`config.mk`:
```
export PLATFORM = sky130hd
export DESIGN_NAME = serial_adder
export DESIGN_NICKNAME = d
export VERILOG_FILES = /design/src/rtl/serial_adder.sv
export SDC_FILE = /design/constraint.sdc
export NUM_CORES = 1
export LEC_CHECK = 0
export BUFFER_PORTS_ARGS = -buffer_cell sky130_fd_sc_hd__buf_2
export CORE_MARGIN = 1
export CORE_UTILIZATION = 35
export DETAILED_ROUTE_END_ITERATION = 8
export GPL_TIMING_DRIVEN = 0
export PLACE_DENSITY = 0.63
export SLEW_MARGIN = 20
export SYNTH_ARGS = -nofsm -noshare
export SYNTH_HDL_FRONTEND = slang
export SYNTH_SLANG_ARGS = --single-unit
```
`constraint.sdc`:
```
create_clock -name clk -period 2.4 [get_ports clk]
set_clock_uncertainty 0.2 [all_clocks]
set_input_delay 0.36 -clock clk [delete_from_list [all_inputs] [get_ports clk]]
set_output_delay 0.36 -clock clk [all_outputs]
set_load 0.05 [all_outputs]
```
`src/rtl/serial_adder.sv`:
```
// Bit-serial WIDTH-bit adder: one full_adder cell, LSB first, carry fed back
// through a flop. {cout,sum} = a + b + cin after WIDTH RUN cycles.

module full_adder (
  input  logic a,
  input  logic b,
  input  logic cin,
  output logic sum,
  output logic carry
);
  assign sum   = a ^ b ^ cin;
  assign carry = (a & b) | (cin & (a ^ b));
endmodule

module serial_adder #(
  parameter int WIDTH = 8
) (
  input  logic             clk,
  input  logic             rst,
  input  logic             start,
  input  logic [WIDTH-1:0] a,
  input  logic [WIDTH-1:0] b,
  input  logic             cin,
  output logic             busy,
  output logic             done,
  output logic [WIDTH-1:0] sum,
  output logic             cout
);
  localparam int CW = $clog2(WIDTH);
  localparam logic [CW-1:0] LAST = CW'(WIDTH - 1);

  typedef enum logic [1:0] {IDLE, RUN, DONE} state_t;

  state_t           state, state_nxt;
  logic [WIDTH-1:0] a_sh, b_sh, s_sh;
  logic             c_ff;
  logic [CW-1:0]    cnt;
  logic             fa_sum, fa_carry;
  logic             last;

  full_adder u_fa (
    .a     (a_sh[0]),
    .b     (b_sh[0]),
    .cin   (c_ff),
    .sum   (fa_sum),
    .carry (fa_carry)
  );

  assign last = (cnt == LAST);
  assign busy = (state == RUN);
  assign done = (state == DONE);

  always_ff @(posedge clk) begin
    if (rst) state <= IDLE;
    else     state <= state_nxt;
  end

  always_comb begin
    state_nxt = state;
    case (state)
      IDLE:    if (start) state_nxt = RUN;
      RUN:     if (last)  state_nxt = DONE;
      DONE:    state_nxt = IDLE;
      default: state_nxt = IDLE;
    endcase
  end

  // Operands are only sampled on the accepting edge; start elsewhere is dropped.
  always_ff @(posedge clk) begin
    if (rst) begin
      a_sh <= '0;
      b_sh <= '0;
      s_sh <= '0;
      c_ff <= 1'b0;
      cnt  <= '0;
      sum  <= '0;
      cout <= 1'b0;
    end else begin
      case (state)
        IDLE: begin
          if (start) begin
            a_sh <= a;
            b_sh <= b;
            c_ff <= cin;
            cnt  <= '0;
          end
        end
        RUN: begin
          a_sh <= {1'b0, a_sh[WIDTH-1:1]};
          b_sh <= {1'b0, b_sh[WIDTH-1:1]};
          s_sh <= {fa_sum, s_sh[WIDTH-1:1]};
          c_ff <= fa_carry;
          if (last) begin
            cnt  <= '0;
            sum  <= {fa_sum, s_sh[WIDTH-1:1]};
            cout <= fa_carry;
          end else begin
            cnt <= cnt + CW'(1);
          end
        end
        default: ;
      endcase
    end
  end
endmodule

```
==> results.ini, run 1 <==
[run_status]
status=finished clean

[clocking]
ctsResizeCount=0
insertion_delay_ns=0.29
cts_root_buffer=clkbuf_8
h-tree-depth=2
cts_made_buffers=5
cts_buffer_depth=2
cts_sinks=38
cts_tree=done
clkTransAtPathRegs_ns=0.06
postCtsHoldBufs=0
cts_setup_buffers=0

[finish]
finalNetCount=232
stdcell_area_um2=1960
synthToLayoutAreaGrowth_pct=18.2
drive_above_1_share=0.310
fin_cells=262
diodes=0

[route]
drtPass1Iterations=6
ant_nets=0
wl_mm=3.25
vias=1278
via_per_inst=4.88
drt-initial-drc-count=38
drc_errors=0
wl_per_cell_um=12.4

[global_routing]
grt_pass1_vias=1295
grt_max_degree=12
grt_pass1_wl_mm=5.63
grt-ovfl-total=0
antenna_found_initial=0
groute.usage.overall=0.143

[sta]
max_freq_mhz=494
min_period_ns=2.02
tns_ns=0
maxSlewViolCount=0
rsz0062_at_grt=false
hold_slack_ns=0.167
worst_slew_pin_slew_ns=0.672
timing.slew.headroom=0.552
setup_viol=0
hold_viol=0
fin_crit_sh=0.843

[synthesis]
netlist.top_cell.by_area=dfxtp_1
synthCells=173
synth_seq_cells=38
ys_top_cells_by_area=dfxtp_1 46%, a211oi_2 11%, mux2i_1 9.7%
yosysWarnings=0
synth_area_per_cell_um2=9.58
synthesis.area_um2=1660
synth_top_area_frac=0.459
synth.most_common_cell=dfxtp_1
async_flop_share=0
synth_ff_type=dfxtp_1
synth_edf_count=0
synth_seq_area_share=0.459
synth_nets=196
synth_common_cells=38 x dfxtp_1, 32 x nand2_1, 21 x nor2_1
synth_cell_types=25

[critical_path]
worst-setup-path-type=register to primary output
regToRegSetupSlack_ns=0.81
crit_slowest_cell=dfxtp_1
cp_num_buf_inv=5
reg2reg_to=sum[7]$_SDFFE_PP0P_
crit_path_cell_trace=buf_2 -> nand2b_1 -> buf_4 -> inv_2 -> buf_4 -> buf_2
path_depth=6
r2r-start=cnt[0]$_SDFFE_PP0P_
required_ns=1.84
crit_path_start_kind=register
cp_top_family=buffers and inverters
arrival_ns=1.46
cp-endpoint=busy
rr_worst_depth=6
cp-startpoint=state[0]$_SDFFE_PP0P_
slowest_delay_ns=0.30
cp-end-kind=primary output
worstPathMaxFanout=10

[power_and_ir_drop]
cellPowerDensity_nw_per_um2=653
power.total_w=0.00128
ir_worst_vdd_v=0.000302
p_leak_nw=0.805

[floorplan]
coreArea_um2=4440
die_w_um=70.8
rows=24
initial_core_util=0.373
die_h_um=70.8
fp.dieArea_um2=5020
ios=31

[placement]
port-buffer-count=29
place_area_um2=1870
dp.cells=254
place_hpwl_mm=2.24
routabilityCongestion=0.739

[flow_run]
maxCapViolCount=0

[min_path]
min_path_type=primary input to register

worst register-to-register path: stages, from the launching register on:
cell     delay [ns]
dfxtp_1        0.33
ha_1           0.20
ha_1           0.23
and3b_1        0.17
buf_2          0.17
nand2_1        0.09
a21oi_1        0.06
flip-flops by register name, indices dropped and copies added, names as in the netlist:
signal  flops
s_sh        7
cout        1
c_ff        1
cnt         3
b_sh        8
a_sh        8
sum         8
state       2
report_power, final:
| group | total [W] | leakage, nW | internal [W] | switching, W |
|---|---|---|---|---|
| Clock | 0.000441 | 0.0482 | 0.000232 | 0.000210 |
| Sequential | 0.000676 | 0.311 | 0.000660 | 0.0000162 |
| Combinational | 0.000163 | 0.446 | 0.0000726 | 0.0000899 |
| Total | 0.00128 | 0.805 | 0.000964 | 0.000316 |
layout by cell type (no fill, tap or decap), drive strengths merged:
cell type,synthesis,layout
nand3b,1,1
fa,1,1
clkbuf,2,9
a21oi,18,18
o21ba,1,1
clkinv,0,1
nor2b,1,1
nand4bb,2,2
o21ai,2,2
nor2,21,21
ha,2,2
buf,12,41
nand2b,1,1
dfxtp,38,38
o21bai,1,1
inv,2,2
mux2i,16,16
a22oi,3,3
nand2,32,32
nor3,1,1
a211oi,15,15
and3b,1,1
metal layers:
layer / wire (um) / track usage / share of wire
met2: 1580 / 0.238 / 0.48
met4: 65 / 0.0711 / 0.020
met3: 101 / 0.0370 / 0.031
met1: 1510 / 0.172 / 0.46
met5: 0 / 0 / 0
per-stage QoR:
step                      setup slack, ns  utilization
after global placement              0.680        0.420
after CTS                           0.354        0.441
after detailed placement            0.669        0.420
after global routing                0.269        0.441
final                               0.376        0.441
after floorplan                     0.541            -
how the worst min path moves through the flow:
stage / cells after the start / endpoint / start / slack, ns
floorplan: 2 / sum[0]$_SDFFE_PP0P_ / s_sh[1]$_SDFFE_PP0N_ / 0.23
global placement: 2 / sum[0]$_SDFFE_PP0P_ / s_sh[1]$_SDFFE_PP0N_ / 0.24
detailed placement: 2 / sum[3]$_SDFFE_PP0P_ / sum[3]$_SDFFE_PP0P_ / 0.24
CTS: 3 / b_sh[7]$_SDFFE_PP0P_ / b[7] / 0.16
global route: 3 / a_sh[7]$_SDFFE_PP0P_ / a[7] / 0.17
finish: 3 / a_sh[7]$_SDFFE_PP0P_ / a[7] / 0.17
kinds of logic after synthesis:
group / count (synthesis) / share of synthesized area
flops: 38 / 0.459
mux: 16 / 0.0966
buf+inv: 16 / 0.0596
fa+ha+maj: 3 / 0.0272
compound gates: 40 / 0.202
simple gates: 60 / 0.156
final cells by class:
cell class              count  area (um^2)
fillers                   451         2480
multi-input cells         119          798
flip-flops and latches     38          761
repair buffers             29          145
plain buffers              14         91.3
clock buffers               7         86.3
well taps                  52         65.1
inverters                   2         7.51
clock inverters             1         5.00
Power figures use the tool's default switching activity.
==> run 2: changes to the inputs <==
PLACE_DENSITY = 0.65   (was 0.63)
clock period = 1.84 ns   (was 2.4 ns; I/O delays follow)
==> run 2 against run 1 <==
Flip-flop and latch count is the same; critical path depth is 2 lower; count of clock-buffer cells in the layout stayed put; sequential share of layout area decreased by 0.54 points; highest routed layer unchanged.
==> results.ini, run 2 (synthesized netlist as in run 1, its figures left out) <==
[finish]
drive_above_1_share=0.313  ; +0.00327
fillers=461  ; +2.2%
diodes=0  ; unchanged
finalNetCount=233  ; +0.43%
layout_common_cells=38 x dfxtp_1, 32 x nand2_1, 31 x buf_2
synthToLayoutAreaGrowth_pct=19.8
largest_registers=a_sh (8), b_sh (8), sum (8)
layout_commonest_cell=dfxtp_1

[sta]
timing.slew.headroom=0.551  ; -0.00152
hold_viol=0  ; unchanged
worst_slew_pin_slew_ns=0.674  ; +0.00228 ns
min_period_ns=1.75
maxSlewViolCount=0  ; unchanged
setup_viol=0  ; unchanged
tns_ns=0  ; unchanged
fin_crit_sh=0.954
rsz0062_at_grt=false
max_freq_mhz=570

[min_path]
min_path_type=primary input to register
hold_path.startpoint=a[7]

[route]
ant_nets=0  ; unchanged
via_per_inst=5.04  ; +3.3%
wl_mm=3.25  ; about the same
wl_per_cell_um=12.4  ; -0.41%
drtPass1Iterations=6  ; unchanged
drt-initial-drc-count=83  ; +120%
vias=1325  ; +3.7%
drc_errors=0  ; unchanged

[critical_path]
worst-setup-path-type=register to primary output
critPathMostFrequentCell=buf_4
reg2reg_to=sum[2]$_SDFFE_PP0P_
slowest_delay_ns=0.30  ; about the same
r2r-start=cnt[0]$_SDFFE_PP0P_
cp-end-kind=primary output
cp_num_buf_inv=3  ; -2
rr_worst_depth=6  ; unchanged
path_depth=4  ; -2
worstPathMaxFanout=10  ; unchanged
crit_slowest_cell=dfxtp_1
cp-endpoint=done
cp_top_family=buffers and inverters
regToRegSetupSlack_ns=0.25  ; -0.56 ns
crit_path_cell_trace=buf_4 -> buf_4 -> nor2b_1 -> buf_2
arrival_ns=1.28  ; -0.18 ns
crit_path_start_kind=register
required_ns=1.36  ; -0.48 ns
cp-startpoint=state[0]$_SDFFE_PP0P_

[floorplan]
initial_core_util=0.373  ; unchanged
die_w_um=70.8  ; unchanged
fp.dieArea_um2=5020  ; unchanged
die_h_um=70.8  ; unchanged
rows=24  ; unchanged
coreArea_um2=4440  ; unchanged
ios=31  ; unchanged

[global_routing]
grt_max_degree=12  ; unchanged
antenna_found_initial=0  ; unchanged
use_met1=0.190  ; +0.0171
groute.usage.overall=0.146  ; +0.00220
grt_use_met2=0.230  ; -0.00855
busiest_layer=met2
grt-ovfl-total=0  ; unchanged
grt_pass1_vias=1251  ; -3.4%
grt_util_met3=0.0299  ; -0.00712
grt_pass1_wl_mm=5.71  ; +1.3%

[flow_run]
maxCapViolCount=0  ; unchanged

[power_and_ir_drop]
p_leak_nw=0.816  ; +1.3%
cellPowerDensity_nw_per_um2=848  ; +30%
power.total_w=0.00168  ; +32%
ir_worst_vdd_v=0.000379  ; +25%

[clocking]
h-tree-depth=2  ; unchanged
cts_made_buffers=5  ; unchanged
cts_sinks=38  ; unchanged
cts_buffer_depth=2  ; unchanged
insertion_delay_ns=0.28  ; about the same
cts_tree=done
cts_root_buffer=clkbuf_8
clkTransAtPathRegs_ns=0.07  ; about the same

[run_status]
status=finished clean

[placement]
routabilityCongestion=0.738  ; about the same
place_hpwl_mm=2.22  ; -1.2%
port-buffer-count=29  ; unchanged

## run 2: cell types whose count changed in the layout (fill, tap and decap cells not counted)
cell and change:
buf_4 +1, buf_2 -2, buf_8 +2
## run 2: worst min-delay path by stage
stage / end / slack (ns) / cells after the start
floorplan: sum[0]$_SDFFE_PP0P_ / 0.23 / 2
global placement: sum[0]$_SDFFE_PP0P_ / 0.24 / 2
detailed placement: sum[5]$_SDFFE_PP0P_ / 0.24 / 2
CTS: a_sh[7]$_SDFFE_PP0P_ / 0.08 / 3
global route: b_sh[7]$_SDFFE_PP0P_ / 0.11 / 3
finish: a_sh[7]$_SDFFE_PP0P_ / 0.1 / 3
## run 2: what timing repair did
action | CTS | global route
setup endpoints to repair | 1 | 1
buffers inserted | 0 | 1
gates cloned | 0 | 0
gates resized for setup | 3 | 4
hold buffers | 0 | 0
## run 2: routing by layer
layer  up-vias  wire length, um  share of wire
met5         -                0              0
met4         0               85          0.026
met3         8              109          0.034
met2        25             1490           0.46
met1       627             1570           0.48
li1        665                -              -
## run 2: area by class of cell
class / instances / area [um^2] / share of cell area
Buffer: 14 / 101 / 0.0510
Clock buffer: 7 / 86.3 / 0.0435
Clock inverter: 1 / 5.00 / 0.00252
Inverter: 2 / 7.51 / 0.00378
Multi-Input combinational cell: 119 / 798 / 0.402
Sequential cell: 38 / 761 / 0.383
Tap cell: 52 / 65.1 / 0.0327
Timing Repair Buffer: 30 / 163 / 0.0819
## run 2: worst reg2reg max path, cell delays in order, from the launching register on
cell and delay [ns]:
dfxtp_1 0.33, ha_1 0.20, ha_1 0.23, and3b_1 0.18, buf_2 0.17, nand2_1 0.09
a21oi_1 0.06
## run 2: power by group
part	switching [W]	leakage (nW)	internal [W]	total (W)
clock network	0.000278	0.0482	0.000302	0.000580
logic	0.000121	0.456	0.000103	0.000224
registers	0.0000201	0.311	0.000861	0.000881
total	0.000418	0.816	0.00127	0.00168
## run 2: through the flow
step                      std cells  worst slack [ns]  hold slack, ns  cell area [um^2]  utilization
after floorplan                 173            0.0652           0.232              1660            -
after global placement          254             0.209           0.241              1870        0.420
after detailed placement        254             0.209           0.245              1870        0.420
after CTS                       262           0.00303          0.0792              1970        0.443
after global routing            263           0.00740           0.112              1990        0.447
final                           263            0.0851          0.0952              1990        0.447
